===== src/rtl/rv32i_bus_pkg.sv =====
// Shared types and defaults for the RV32I data-bus fabric: FSM encoding,
// default slave map and width helpers.
package rv32i_bus_pkg;

  typedef enum logic [1:0] {
    ST_IDLE   = 2'd0,
    ST_ACCESS = 2'd1,
    ST_RESP   = 2'd2
  } bus_state_e;

  localparam int DEF_NUM_SLAVES = 4;
  localparam int DEF_TIMEOUT    = 15;

  // Slave0 sits in the least significant 32 bits.
  localparam logic [32*DEF_NUM_SLAVES-1:0] DEF_BASE_ADDRS =
    {32'h8002_0000, 32'h8001_0000, 32'h8000_0000, 32'h1000_0000};
  localparam logic [32*DEF_NUM_SLAVES-1:0] DEF_ADDR_MASKS =
    {32'hFFFF_0000, 32'hFFFF_0000, 32'hFFFF_0000, 32'hFFFF_C000};

  localparam logic [31:0] DEF_ERR_RDATA = 32'hDEAD_BEEF;

  function automatic int idx_width(input int n);
    return (n > 1) ? $clog2(n) : 1;
  endfunction

  function automatic int cnt_width(input int t);
    return (t > 0) ? $clog2(t + 1) : 1;
  endfunction

endpackage


===== src/rtl/bus_addr_match.sv =====
// Combinational priority address decoder: the lowest-numbered slave whose
// base/mask window contains addr wins.
module bus_addr_match
  import rv32i_bus_pkg::*;
#(
  parameter int                          NUM_SLAVES = DEF_NUM_SLAVES,
  parameter int                          IDX_W      = idx_width(NUM_SLAVES),
  parameter logic [32*NUM_SLAVES-1:0]    BASE_ADDRS = DEF_BASE_ADDRS,
  parameter logic [32*NUM_SLAVES-1:0]    ADDR_MASKS = DEF_ADDR_MASKS
) (
  input  logic [31:0]      addr,
  output logic             hit,
  output logic [IDX_W-1:0] idx
);

  logic [NUM_SLAVES-1:0] hit_vec;

  generate
    for (genvar gi = 0; gi < NUM_SLAVES; gi++) begin : g_match
      assign hit_vec[gi] = ((addr & ADDR_MASKS[gi*32 +: 32]) == BASE_ADDRS[gi*32 +: 32]);
    end
  endgenerate

  // Scan from the top down so the lowest matching index overwrites last.
  always_comb begin
    hit = |hit_vec;
    idx = '0;
    for (int i = NUM_SLAVES - 1; i >= 0; i--) begin
      if (hit_vec[i]) idx = IDX_W'(i);
    end
  end

endmodule


===== src/rtl/rv32i_bus_fabric.sv =====
// Single-master, N-slave data-bus fabric: registered slave request, per-slave
// ready handshake, wait-state timeout and error reporting.
module rv32i_bus_fabric
  import rv32i_bus_pkg::*;
#(
  parameter int                       NUM_SLAVES = DEF_NUM_SLAVES,
  parameter logic [32*NUM_SLAVES-1:0] BASE_ADDRS = DEF_BASE_ADDRS,
  parameter logic [32*NUM_SLAVES-1:0] ADDR_MASKS = DEF_ADDR_MASKS,
  parameter int                       TIMEOUT    = DEF_TIMEOUT,
  parameter logic [31:0]              ERR_RDATA  = DEF_ERR_RDATA
) (
  input  logic                       clk,
  input  logic                       reset,
  input  logic                       m_req,
  input  logic                       m_we,
  input  logic [31:0]                m_addr,
  input  logic [31:0]                m_wdata,
  input  logic [3:0]                 m_be,
  output logic [31:0]                m_rdata,
  output logic                       m_ready,
  output logic                       m_err,
  output logic [NUM_SLAVES-1:0]      s_sel,
  output logic                       s_we,
  output logic [31:0]                s_addr,
  output logic [31:0]                s_wdata,
  output logic [3:0]                 s_be,
  input  logic [32*NUM_SLAVES-1:0]   s_rdata,
  input  logic [NUM_SLAVES-1:0]      s_ready,
  output logic [7:0]                 err_cnt,
  output logic [31:0]                err_addr
);

  localparam int IDX_W = idx_width(NUM_SLAVES);
  localparam int CNT_W = cnt_width(TIMEOUT);

  bus_state_e            state_q, state_d;
  logic [NUM_SLAVES-1:0] sel_q, sel_d;
  logic                  we_q, we_d;
  logic [31:0]           addr_q, addr_d;
  logic [31:0]           wdata_q, wdata_d;
  logic [3:0]            be_q, be_d;
  logic [IDX_W-1:0]      idx_q, idx_d;
  logic [CNT_W-1:0]      cnt_q, cnt_d;
  logic [31:0]           rdata_q, rdata_d;
  logic                  ready_q, ready_d;
  logic                  err_q, err_d;
  logic [7:0]            err_cnt_q, err_cnt_d;
  logic [31:0]           err_addr_q, err_addr_d;

  logic                  dec_hit;
  logic [IDX_W-1:0]      dec_idx;
  logic [31:0]           rdata_arr [NUM_SLAVES];

  bus_addr_match #(
    .NUM_SLAVES (NUM_SLAVES),
    .IDX_W      (IDX_W),
    .BASE_ADDRS (BASE_ADDRS),
    .ADDR_MASKS (ADDR_MASKS)
  ) u_addr_match (
    .addr (m_addr),
    .hit  (dec_hit),
    .idx  (dec_idx)
  );

  generate
    for (genvar gi = 0; gi < NUM_SLAVES; gi++) begin : g_rdata
      assign rdata_arr[gi] = s_rdata[gi*32 +: 32];
    end
  endgenerate

  always_comb begin
    state_d    = state_q;
    sel_d      = sel_q;
    we_d       = we_q;
    addr_d     = addr_q;
    wdata_d    = wdata_q;
    be_d       = be_q;
    idx_d      = idx_q;
    cnt_d      = cnt_q;
    rdata_d    = rdata_q;
    ready_d    = 1'b0;
    err_d      = 1'b0;
    err_cnt_d  = err_cnt_q;
    err_addr_d = err_addr_q;

    unique case (state_q)
      ST_IDLE: begin
        if (m_req) begin
          we_d    = m_we;
          addr_d  = m_addr;
          wdata_d = m_wdata;
          be_d    = m_be;
          idx_d   = dec_idx;
          if (dec_hit) begin
            sel_d          = '0;
            sel_d[dec_idx] = 1'b1;
            cnt_d          = '0;
            state_d        = ST_ACCESS;
          end else begin
            ready_d    = 1'b1;
            err_d      = 1'b1;
            rdata_d    = ERR_RDATA;
            err_addr_d = m_addr;
            if (err_cnt_q != 8'hFF) err_cnt_d = err_cnt_q + 8'd1;
            state_d    = ST_RESP;
          end
        end
      end

      ST_ACCESS: begin
        // Ready is checked before the timeout so a last-moment ready still succeeds.
        if (s_ready[idx_q]) begin
          rdata_d = we_q ? 32'h0 : rdata_arr[idx_q];
          sel_d   = '0;
          ready_d = 1'b1;
          state_d = ST_RESP;
        end else if (cnt_q == CNT_W'(TIMEOUT)) begin
          sel_d      = '0;
          ready_d    = 1'b1;
          err_d      = 1'b1;
          rdata_d    = ERR_RDATA;
          err_addr_d = addr_q;
          if (err_cnt_q != 8'hFF) err_cnt_d = err_cnt_q + 8'd1;
          state_d    = ST_RESP;
        end else begin
          cnt_d = cnt_q + CNT_W'(1);
        end
      end

      ST_RESP: begin
        state_d = ST_IDLE;
      end

      default: begin
        sel_d   = '0;
        state_d = ST_IDLE;
      end
    endcase
  end

  always_ff @(posedge clk) begin
    if (reset) begin
      state_q    <= ST_IDLE;
      sel_q      <= '0;
      we_q       <= 1'b0;
      addr_q     <= '0;
      wdata_q    <= '0;
      be_q       <= '0;
      idx_q      <= '0;
      cnt_q      <= '0;
      rdata_q    <= '0;
      ready_q    <= 1'b0;
      err_q      <= 1'b0;
      err_cnt_q  <= '0;
      err_addr_q <= '0;
    end else begin
      state_q    <= state_d;
      sel_q      <= sel_d;
      we_q       <= we_d;
      addr_q     <= addr_d;
      wdata_q    <= wdata_d;
      be_q       <= be_d;
      idx_q      <= idx_d;
      cnt_q      <= cnt_d;
      rdata_q    <= rdata_d;
      ready_q    <= ready_d;
      err_q      <= err_d;
      err_cnt_q  <= err_cnt_d;
      err_addr_q <= err_addr_d;
    end
  end

  assign m_rdata  = rdata_q;
  assign m_ready  = ready_q;
  assign m_err    = err_q;
  assign s_sel    = sel_q;
  assign s_we     = we_q;
  assign s_addr   = addr_q;
  assign s_wdata  = wdata_q;
  assign s_be     = be_q;
  assign err_cnt  = err_cnt_q;
  assign err_addr = err_addr_q;

endmodule


===== config.mk =====
export PLATFORM = sky130hd
export DESIGN_NAME = rv32i_bus_fabric
export DESIGN_NICKNAME = d
export VERILOG_FILES = /design/src/rtl/rv32i_bus_pkg.sv /design/src/rtl/bus_addr_match.sv /design/src/rtl/rv32i_bus_fabric.sv
export SDC_FILE = /design/constraint.sdc
export NUM_CORES = 1
export LEC_CHECK = 0
export BUFFER_PORTS_ARGS = -buffer_cell sky130_fd_sc_hd__buf_2
export CORE_UTILIZATION = 30
export CTS_BUF_LIST = sky130_fd_sc_hd__clkbuf_8 sky130_fd_sc_hd__clkbuf_16
export DETAILED_ROUTE_END_ITERATION = 12
export GPL_TIMING_DRIVEN = 0
export PLACE_DENSITY = 0.57
export SLEW_MARGIN = 40
export SYNTH_ARGS = -nofsm -noshare
export SYNTH_HDL_FRONTEND = slang
export SYNTH_HIERARCHICAL = 1
export SYNTH_SLANG_ARGS = --single-unit

===== constraint.sdc =====
create_clock -name clk -period 3.02 [get_ports clk]
set_input_delay 0.302 -clock clk [delete_from_list [all_inputs] [get_ports clk]]
set_output_delay 0.302 -clock clk [all_outputs]
set_load 0.005 [all_outputs]

# ---- After elaboration in Yosys (flattened, before gate mapping)
# Index checks and enable logic that the tools add are counted.
# W data, S select, Z words.
dict set report totals {
  regBits 155
  latch_bits 0
  mem_bits_rw 0
  romBits 0
  input_bits 204
  output_inout_bits 147
  wordCells 96
  memories 0
}
dict set report op_classes {
  n_addsub 2
  n_mul 0
  div_mod_pow 0
  magnitude_cmp 4
  n_eq_ne 15
  shift 0
  mux 50
  n_bitwise 2
  reduce_logical 10
}
# op count
set op_table {}
lappend op_table {{$mux W32} 11}
lappend op_table {{$pmux W32 S2} 2}
lappend op_table {{$bmux W32 S2} 1}
lappend op_table {{$eq A16 B16 Y1 const B} 3}
lappend op_table {{$mux W8} 5}
lappend op_table {{$mux W4} 8}
lappend op_table {{$eq A18 B15 Y1 const B} 1}
lappend op_table {{$mux W2} 8}
lappend op_table {{$pmux W8 S2} 1}
lappend op_table {{$ne A2 B2 Y1 const B} 6}
lappend op_table {{$pmux W4 S3} 1}
lappend op_table {{$reduce_and A5 Y1} 2}
lappend op_table {{$add A8 B1 Y8 const B} 1}
lappend op_table {{$ne A8 B8 Y1 const B} 1}
lappend op_table {{$pmux W4 S2} 1}
lappend op_table {{$reduce_and A4 Y1} 2}
lappend op_table {{$mux W1} 7}
lappend op_table {{$lt A2 B3 Y1 const B} 2}
lappend op_table {{$add A4 B1 Y4 const B} 1}
lappend op_table {{$eq A4 B4 Y1 const B} 1}
lappend op_table {{$pmux W1 S2} 2}
lappend op_table {{$pmux W2 S2} 1}
lappend op_table {{$reduce_and A2 Y1} 2}
lappend op_table {{$reduce_or A4 Y1} 1}
lappend op_table {{12 further kinds} 12}

# ---- Logic depth before layout (Yosys ltp)
# Gate-level depths: netlist of run 1.
dict set report depth {
  ltp_word 12
  ltp_mapped 9
  mapped_depth_nobuf 8
}

# ---- Modules after synthesis
# The synthesis of run 1 kept the hierarchy.
# module instances cells_each area_per_inst_um2 seq_area_each_um2
set by_module_without_submodules {}
lappend by_module_without_submodules {rv32i_bus_fabric 1 717 6789.0 3103.0}
lappend by_module_without_submodules {bus_addr_match 1 12 81.3 0.0}

# ---- Least setup slack after synthesis of run 1
# OpenSTA, ideal clock, no wires.
dict set report synth_timing {
  path_type {input port to flip-flop}
  from {input m_addr[28]}
  to {register err_cnt_q[5], in the netlist err_cnt[5]}
  setup_time_ps 70
  t_arrival_ps 2117
  required_time_ps 2950
  setup_slack_ps 832
  cell_stages 9
  path_buffers 1
  path_cell_list {nand2b_1 > a21o_1 > a21oi_1 > nand2b_1 > a21o_1 > or4b_1 > buf_2 > or4_1 > a21oi_1}
}
dict set report synth_between {
  elab_chain_cells 4
  elab_cells_between_ends 7
  cone_classes {eq/ne: 5; reduce/logical: 2}
}
# item line_no
set synth_lines {}
lappend synth_lines {{start: declaration} rv32i_bus_fabric.sv:16} ;# input logic [31:0] m_addr,
lappend synth_lines {{$eq A18 B15 Y1 / $eq A16 B16 Y1 (equally long branches)} bus_addr_match.sv:20} ;# assign hit_vec[gi] = ((addr & ADDR_MASKS[gi*32 +: 32]) == BASE_ADDRS[gi*32 +: 32]);
lappend synth_lines {{$reduce_or A4 Y1 (*)} bus_addr_match.sv:26} ;# hit = |hit_vec;
lappend synth_lines {{named net dec_hit} rv32i_bus_fabric.sv:50} ;# logic dec_hit;
lappend synth_lines {{$ne A2 B2 Y1 (no source line) (*)} -}
lappend synth_lines {{$reduce_and A5 Y1 (no source line) (*)} -}
lappend synth_lines {{end signal: assignment} rv32i_bus_fabric.sv:168} ;# err_cnt_q <= err_cnt_d;
lappend synth_lines {{end: declaration} rv32i_bus_fabric.sv:47} ;# logic [7:0] err_cnt_q, err_cnt_d;
# The timed path passes the listed nets; every way through them passes the cells marked *.
# A chain may end at the register's enable or synchronous reset.

# ---- Final worst setup path of run 1
dict set report layout_timing {
  from {register idx_q[1]}
  to {register err_addr_q[27], in the netlist err_addr[27]}
}
dict set report layout_between {
  elab_chain_cells 4
}
# item line_no
set layout_lines {}
lappend layout_lines {{start: declaration} rv32i_bus_fabric.sv:42} ;# logic [IDX_W-1:0] idx_q, idx_d;
lappend layout_lines {{start signal: assignment} rv32i_bus_fabric.sv:163} ;# idx_q <= idx_d;
lappend layout_lines {{$bmux W1 S2} rv32i_bus_fabric.sv:112} ;# if (s_ready[idx_q]) begin
lappend layout_lines {{$mux W1 (not written as such)} rv32i_bus_fabric.sv:112}
lappend layout_lines {{$ne A2 B2 Y1 (no source line)} -}
lappend layout_lines {{$reduce_and A5 Y1 (no source line)} -}
lappend layout_lines {{end signal: assignment} rv32i_bus_fabric.sv:169} ;# err_addr_q <= err_addr_d;
lappend layout_lines {{end: declaration} rv32i_bus_fabric.sv:48} ;# logic [31:0] err_addr_q, err_addr_d;
# No other way between the ends. The select of a mux whose other input is x is not followed.

==> results of run 1 <==
power by group:
part | leakage, nW | internal (mW) | switching [mW]
clock | 0.287 | 1.19 | 0.910
sequential | 1.28 | 2.19 | 0.0823
combinational | 2.89 | 0.376 | 0.414
total | 4.45 | 3.75 | 1.41
worst max-delay path, cell delays in order (launching register included):
cell and delay (ps):
dfxtp_1 320, buf_6 170, mux2i_2 250, o22ai_1 160, nor3_2 410, clkbuf_1 460
buf_2 340, a211oi_1 100
area by class of cell:
| class | instances | area (um2) | share of cell area |
|---|---|---|---|
| Buffer | 62 | 260 | 0.0272 |
| Clock buffer | 19 | 453 | 0.0474 |
| Clock inverter | 13 | 116 | 0.0122 |
| Inverter | 4 | 15.0 | 0.00157 |
| Multi-Input combinational cell | 508 | 3500 | 0.366 |
| Sequential cell | 155 | 3100 | 0.324 |
| Tap cell | 285 | 357 | 0.0373 |
| Timing Repair Buffer | 351 | 1760 | 0.184 |
worst paths after layout:
check	endpoint	cells past startpoint
setup reg to reg	err_addr[27]	7
hold / removal	s_wdata[12]	3
hold reg to reg	s_wdata[1]	2
setup / recovery	err_addr[27]	7
placed cells by master, fill, tap and decap left out, drive strengths merged, types with 3 or more instances in the layout:
cell type  instances
a211oi            32
a21oi             82
a22oi              8
buf              365
clkbuf            67
clkinv             7
dfxtp            155
inv                8
mux2i             36
mux4              33
nand2            146
nand2b             7
nand3              7
nand3b             3
nor2              55
nor2b             24
nor3               6
nor4               5
o21ai              4
o221a             24
xnor2              3
per-stage QoR:
step	worst slack [ps]	std cells	setup TNS (ps)
4_1_cts	285	1396	0
2_1_floorplan	832	729	0
3_5_place_dp	-69.9	1364	-1330
6_report	647	1397	0
3_3_place_gp	-49.0	1364	-881
5_1_grt	380	1397	0
metal layers:
metal	wire length [um]	share of wire	track usage
met3	1590	0.068	0.0578
met4	145	0.0062	0.0371
met2	11300	0.48	0.325
met5	0	0	0
met1	10500	0.45	0.255
registers in the layout, indices dropped and copies added (netlist names):
signal    cells
idx_q         2
cnt_q         4
err_cnt       8
s_sel         4
state_q       2
s_addr       32
err_addr     32
m_ready       1
m_rdata      32
s_we          1
s_wdata      32
s_be          4
m_err         1
logic make-up (layout without fill, tap and decap cells):
kind of cell | after synthesis | count (layout) | synth area share
buffers and inverters | 66 | 449 | 0.0401
DFF | 155 | 155 | 0.452
AOI/OAI and AO/OA | 159 | 159 | 0.156
adders and majority gates | 2 | 2 | 0.00364
and+or+nand+nor | 273 | 273 | 0.179
xor gates and xnor gates | 5 | 5 | 0.00638
muxes | 69 | 69 | 0.163
==> flow_summary.yaml, run 1 <==
cells_and_area:
  final_area_mm2: 0.00956
  area_delta_synth_final_pct: 39.2
  fin_util: 0.424
  drive_gt1_frac: 0.414
  antenna_cells: 0
  n_fill_cell: 2376
  fin_nets: 1305
setup_path:
  worstSetupPathType: "reg -> reg"
  cp-end-kind: "register"
  r2r-start: "idx_q[1]"
  crit_path_start: "idx_q[1]"
  crit_path_start_kind: "register"
  cp.arrival_ps: 2650
  cp.required_ps: 3290
  cp_max_fo: 10
  reg2reg_setup_slack_ps: 650
placed_design:
  placed_cell_area_mm2: 0.00898
  dp_hpwl_um: 17800
  io_buffers: 350
  gp_congestion: 0.765
synth:
  synthCells: 729
  ys.flop_type: "dfxtp_1"
  synth_top_area_cell: "dfxtp_1"
  synth_common_cells: "155 x dfxtp_1, 146 x nand2_1, 82 x a21oi_1"
  synth_area_leaders: "dfxtp_1 45%, mux4_2 11%, nand2_1 8.0%, a21oi_1 6.0%, mux2i_1 5.0%"
  synth_seq_cells: 155
  postSynthAreaPerCell_um2: 9.42
  synth-async-reset-ratio: 0
  synthDistinctLibCells: 49
  syn_area_mm2: 0.00687
  synth_fp_nets: 935
  synth_edf_count: 0
  netlist.area_leader.share: 0.452
  ys_warn_count: 6
  yosysSeqAreaShare: 0.452
  yosysMostFrequentCell: "dfxtp_1"
drt:
  dr.pass1.iters: 4
  vias: 6767
  drc: 0
  routed_wl_um: 23500
  drt_iter0_markers: 311
  vias_per_cell: 4.84
  ant_nets: 0
  wire_per_inst_um: 16.9
clock_tree:
  ctsHoldBuffers: 0
  cts_buffers: 17
  clk_latency_ps: 420
  cts_tree: "built"
  path_clk_slew_ps: 70
  cts_buffer_depth: 2
  cts_resized: 0
  htreeDepth: 4
  post-cts-setup-buffers: 0
  cts.sinks: 155
  cts-root-buf: "clkbuf_16"
global_route:
  grt_max_degree: 17
  grt_pass1_vias: 6421
  grt_pass1_wl_um: 36000
  gr-total-overflow: 0
  antenna_found_initial: 0
  grt_usage: 0.197
power_and_ir_drop:
  powerDensity_mw_per_mm2: 539
  ir_drop_v: 0.000338
  power_leakage_nw: 4.45
  finalPower_mw: 5.16
floorplanning:
  die_w_um: 153
  rows: 55
  die_area_mm2: 0.0235
  die_h_um: 153
  core_mm2: 0.0226
  start_util: 0.304
  io_pins: 351
sta:
  rsz0062_at_grt: "no"
  slew_viol_final: 0
  period_needed_ps: 2370
  maxSlewHeadroom: 0.459
  max_clock_freq_mhz: 421
  period_share: 0.786
  fin_skew_ps: 13.8
  hold_ws_ps: 115
  setup_viol: 0
  hold_violations: 0
  tightestPinTransition_ps: 812
job:
  maxCapViolCount: 0
status:
  status: "complete, no violations"
min_path:
  hold_class: "in -> reg"
  hold_start: "m_wdata[12]"
(Power assumes the default switching activity.)
==> run 2, diff against run 1 <==
--- a/config.mk
+++ b/config.mk
@@ -10,7 +10,7 @@
 export CTS_BUF_LIST = sky130_fd_sc_hd__clkbuf_8 sky130_fd_sc_hd__clkbuf_16
 export DETAILED_ROUTE_END_ITERATION = 12
 export GPL_TIMING_DRIVEN = 0
-export PLACE_DENSITY = 0.57
+export PLACE_DENSITY = 0.59
 export SLEW_MARGIN = 40
 export SYNTH_ARGS = -nofsm -noshare
 export SYNTH_HDL_FRONTEND = slang
==> constraint.sdc (replaced) <==
create_clock -name clk -period 2.14 [get_ports clk]
set_input_delay 0.214 -clock clk [delete_from_list [all_inputs] [get_ports clk]]
set_output_delay 0.214 -clock clk [all_outputs]
set_load 0.005 [all_outputs]
==> flow_summary.yaml, run 2 (synthesis results as in run 1) <==
setup_path:
  critPathTopFamily: "simple AND/OR/NAND/NOR gates"
  max_stage_delay_ps: 490
  cp_slowest_cell: "or4b_1"
  worstSetupPathType: "reg -> reg"
  crit_chain: "buf_6 -> mux2i_4 -> o22ai_4 -> or4b_1 -> buf_6 -> or4_1 -> a21oi_1"
  worst-path-buf-inv: 2
  r2r-start: "idx_q[1]"
  cp-end-kind: "register"
  cp.arrival_ps: 2420
  cp_max_fo: 9
  crit_path_start_kind: "register"
  cp.required_ps: 2480
  crit_path_start: "idx_q[1]"
  cp_common_cell: "buf_6"
placed_design:
  dp_slack_ps: -693
  io_buffers: 350
  dp_hpwl_um: 17800
  gp_congestion: 0.790
drt:
  vias: 6787
  dr.pass1.iters: 4
  vias_per_cell: 4.86
  routed_wl_um: 23700
  wire_per_inst_um: 16.9
  drt_iter0_markers: 312
  drc: 0
  ant_nets: 0
floorplanning:
  start_util: 0.304
  die_area_mm2: 0.0235
  io_pins: 351
  die_w_um: 153
  die_h_um: 153
  core_mm2: 0.0226
  rows: 55
cells_and_area:
  layout_common_cells: "356 x buf_2, 152 x dfxtp_1, 146 x nand2_1"
  n_fill_cell: 2303
  fin_nets: 1306
  drive_gt1_frac: 0.440
  seqCellArea_mm2: 0.00311
  antenna_cells: 0
  area_delta_synth_final_pct: 42.2
  multi_input_area_mm2: 0.00358
  layout_commonest_cell: "buf_2"
min_path:
  hold_start: "m_wdata[12]"
  hold_class: "in -> reg"
global_route:
  grt_usage: 0.198
  grt_max_degree: 17
  grt_pass1_wl_um: 36200
  antenna_found_initial: 0
  grt_pass1_vias: 6559
  gr-total-overflow: 0
power_and_ir_drop:
  powerDensity_mw_per_mm2: 778
  p_switching_mw: 2.02
  ir_drop_v: 0.000506
  internal_power_mw: 5.58
  switching_share: 0.266
  seqPwrFrac: 0.421
  p_clk_frac: 0.428
  combPwrFrac: 0.151
  power_leakage_nw: 4.53
sta:
  slew_viol_final: 0
  setup_viol: 0
  hold_violations: 0
  rsz0062_at_grt: "yes"
  setup_slack_ps: 59.9
  max_clock_freq_mhz: 481
  maxSlewHeadroom: 0.454
  period_needed_ps: 2080
  fin_skew_ps: 10.3
  period_share: 0.972
  tightestPinTransition_ps: 819
  tns_ps: 0
job:
  maxCapViolCount: 0
clock_tree:
  cts_buffer_depth: 2
  cts.sinks: 155
  clk_latency_ps: 420
  ctsHoldBuffers: 0
  cts_tree: "built"
  cts_buffers: 17
  htreeDepth: 4
  cts-root-buf: "clkbuf_16"
  path_clk_slew_ps: 70
status:
  status: "complete, no violations"
==> run 2: repair_timing <==
item,in CTS,in global routing
setup buffers,2,3
gates resized for setup,23,23
setup endpoints to repair,86,80
gates cloned,0,0
pin swaps,0,3
==> run 2: cell type report <==
cell class | count | share of cell area
Multi-Input combinational cell | 508 | 0.367
Sequential cell | 155 | 0.318
Buffer | 59 | 0.0300
Clock buffer | 20 | 0.0478
Clock inverter | 11 | 0.0161
Timing Repair Buffer | 355 | 0.183
Inverter | 4 | 0.00154
Tap cell | 285 | 0.0365
==> run 2: worst paths after layout <==
path                  to  slack [ps]  cells after the start
min          s_wdata[12]          30                      3
min reg2reg      s_be[0]         450                      2
max reg2reg   err_cnt[5]          60                      7
max           err_cnt[5]          60                      7
==> run 2: routing by layer <==
layer / share of wire / GRT usage / up-vias
li1: - / - / 3345
met1: 0.43 / 0.247 / 3180
met2: 0.48 / 0.332 / 242
met3: 0.069 / 0.0567 / 20
met4: 0.014 / 0.0552 / 0
met5: 0 / 0 / -
==> run 2: tightest hold or removal path, stage by stage <==
cell     delay, ps
buf_2          100
nand2_1         50
a21oi_1         50
==> run 2: power groups by stage <==
stage,Sequential (mW),Clock (mW),Combinational [mW]
3_3_place_gp,3.26,0,1.11
3_5_place_dp,3.27,0,1.13
6_report,3.20,3.25,1.15
5_1_grt,3.23,3.46,1.27
2_1_floorplan,3.28,0,0.523
4_1_cts,3.20,3.34,1.14
==> run 2: through the flow <==
step / total power, mW / hold slack, ps / instance area (um2) / instances / util
floorplan: 3.80 / 350 / 6870 / 729 / -
global placement: 4.38 / 439 / 8980 / 1364 / 0.398
detailed placement: 4.39 / 444 / 8980 / 1364 / 0.398
CTS: 7.69 / 1.14 / 9690 / 1394 / 0.429
global route: 7.95 / 9.51 / 9770 / 1397 / 0.433
finish: 7.60 / 26.8 / 9770 / 1397 / 0.433
==> run 3, diff against run 2 <==
--- a/config.mk
+++ b/config.mk
@@ -9,8 +9,7 @@
 export CORE_UTILIZATION = 30
 export CTS_BUF_LIST = sky130_fd_sc_hd__clkbuf_8 sky130_fd_sc_hd__clkbuf_16
 export DETAILED_ROUTE_END_ITERATION = 12
-export GPL_TIMING_DRIVEN = 0
-export PLACE_DENSITY = 0.59
+export PLACE_DENSITY = 0.57
 export SLEW_MARGIN = 40
 export SYNTH_ARGS = -nofsm -noshare
 export SYNTH_HDL_FRONTEND = slang
==> constraint.sdc (replaced) <==
create_clock -name clk -period 2.2 [get_ports clk]
set_input_delay 0.22 -clock clk [delete_from_list [all_inputs] [get_ports clk]]
set_output_delay 0.22 -clock clk [all_outputs]
set_load 0.005 [all_outputs]
==> flow_summary.yaml, run 3 (synthesis results as in run 1) <==
clock_tree:
  cts_buffer_depth: 2
  cts.sinks: 155
  cts_buffers: 17
  ctsHoldBuffers: 0
  htreeDepth: 4
  cts_tree: "built"
  path_clk_slew_ps: 70
  post-cts-setup-buffers: 0
  clk_latency_ps: 420
  cts-root-buf: "clkbuf_16"
  cts_resized: 0
sta:
  hold_violations: 0
  rsz0062_at_grt: "no"
  period_share: 0.926
  max_clock_freq_mhz: 491
  setup_viol: 0
  period_needed_ps: 2040
  slew_viol_final: 0
  maxSlewHeadroom: 0.573
  tightestPinTransition_ps: 641
  fin_skew_ps: 11.7
floorplanning:
  die_area_mm2: 0.0235
  rows: 55
  die_w_um: 153
  start_util: 0.304
  io_pins: 351
  core_mm2: 0.0226
  die_h_um: 153
setup_path:
  cp.required_ps: 2540
  worstSetupPathType: "reg -> reg"
  worst-path-buf-inv: 0
  cp_max_fo: 4
  crit_chain: "ha_1 -> and3_1 -> nor2_1 -> or4b_1 -> or4_1 -> a21oi_1"
  critPathTopFamily: "simple AND/OR/NAND/NOR gates"
  cp.arrival_ps: 2380
  cp_slowest_cell: "or4b_1"
  crit_path_start_kind: "register"
  cp-end-kind: "register"
  max_stage_delay_ps: 560
cells_and_area:
  drive_gt1_frac: 0.452
  final_area_mm2: 0.00963
  layout_commonest_cell: "buf_2"
  area_delta_synth_final_pct: 40.2
  layout_common_cells: "349 x buf_2, 153 x dfxtp_1, 146 x nand2_1"
  n_fill_cell: 2273
  antenna_cells: 0
  fin_nets: 1282
global_route:
  gr-total-overflow: 0
  grt_max_degree: 84
  grt_usage: 0.180
  grt_pass1_vias: 6374
  grt_pass1_wl_um: 33700
  antenna_found_initial: 0
drt:
  vias: 6638
  ant_nets: 0
  wire_per_inst_um: 15.7
  routed_wl_um: 21500
  dr.pass1.iters: 7
  drc: 0
  vias_per_cell: 4.83
  drt_iter0_markers: 330
status:
  status: "complete, no violations"
power_and_ir_drop:
  powerDensity_mw_per_mm2: 718
  ir_drop_v: 0.000414
  power_leakage_nw: 4.52
  finalPower_mw: 6.92
min_path:
  hold_class: "in -> reg"
job:
  maxCapViolCount: 0
placed_design:
  dp_hpwl_um: 15400
  placed_cell_area_mm2: 0.00908
  gp_congestion: 0.793
  io_buffers: 350
## run 3: cell count changes in the layout (fill, tap and decap cells not counted), moves of 4 or more
cell	previous run	this run
clkbuf_2	9	0
clkbuf_1	34	0
buf_4	6	37
clkinv_2	0	4
buf_2	356	349
buf_6	5	1
## run 3: layout make-up
| type | count | area [um2] | share of cell area |
|---|---|---|---|
| clock buffer | 17 | 425 | 0.0442 |
| clock inverter | 15 | 116 | 0.0121 |
| inverter | 4 | 15.0 | 0.00156 |
| multi-input combinational | 508 | 3510 | 0.365 |
| sequential | 155 | 3110 | 0.323 |
| tap | 285 | 357 | 0.0370 |
| timing repair buffer | 390 | 2100 | 0.218 |
## run 3: worst paths after layout
path,from,end,slack (ps),cells past startpoint
max reg2reg,cnt_q[0],err_cnt[5],160,6
min,m_be[0],s_be[0],30,3
min reg2reg,s_wdata[30],s_wdata[30],450,2
max,cnt_q[0],err_cnt[5],160,6
## run 3: worst register-to-register path: stages, from the launching register on
cell and delay (ps):
dfxtp_1 370, ha_1 170, and3_1 220, nor2_1 100
or4b_1 560, or4_1 410, a21oi_1 140
## run 3: metrics by stage
stage	util	setup TNS (ps)	setup WS, ps	hold WS (ps)	std cells
2_1_floorplan	-	0	94.3	356	729
5_1_grt	0.427	0	23.4	6.45	1374
4_1_cts	0.426	0	122	9.54	1374
3_3_place_gp	0.402	-7600	-131	439	1342
3_5_place_dp	0.402	-4370	-155	444	1342
6_report	0.427	0	162	34.9	1374
## run 3: report_power, final
part           switching (mW)  internal, mW  total [mW]  leakage, nW
Sequential              0.109          3.00        3.11         1.28
Combinational           0.543         0.538        1.08         2.98
Clock                    1.26          1.46        2.72        0.266
Total                    1.91          5.00        6.92         4.52
## run 3: per-layer routing
layer | wire [um] | vias to the layer above | GRT usage
met5 | 0 | - | 0
met4 | 251 | 0 | 0.0429
met3 | 1360 | 15 | 0.0598
met2 | 10300 | 206 | 0.299
met1 | 9660 | 3110 | 0.224
li1 | - | 3307 | -
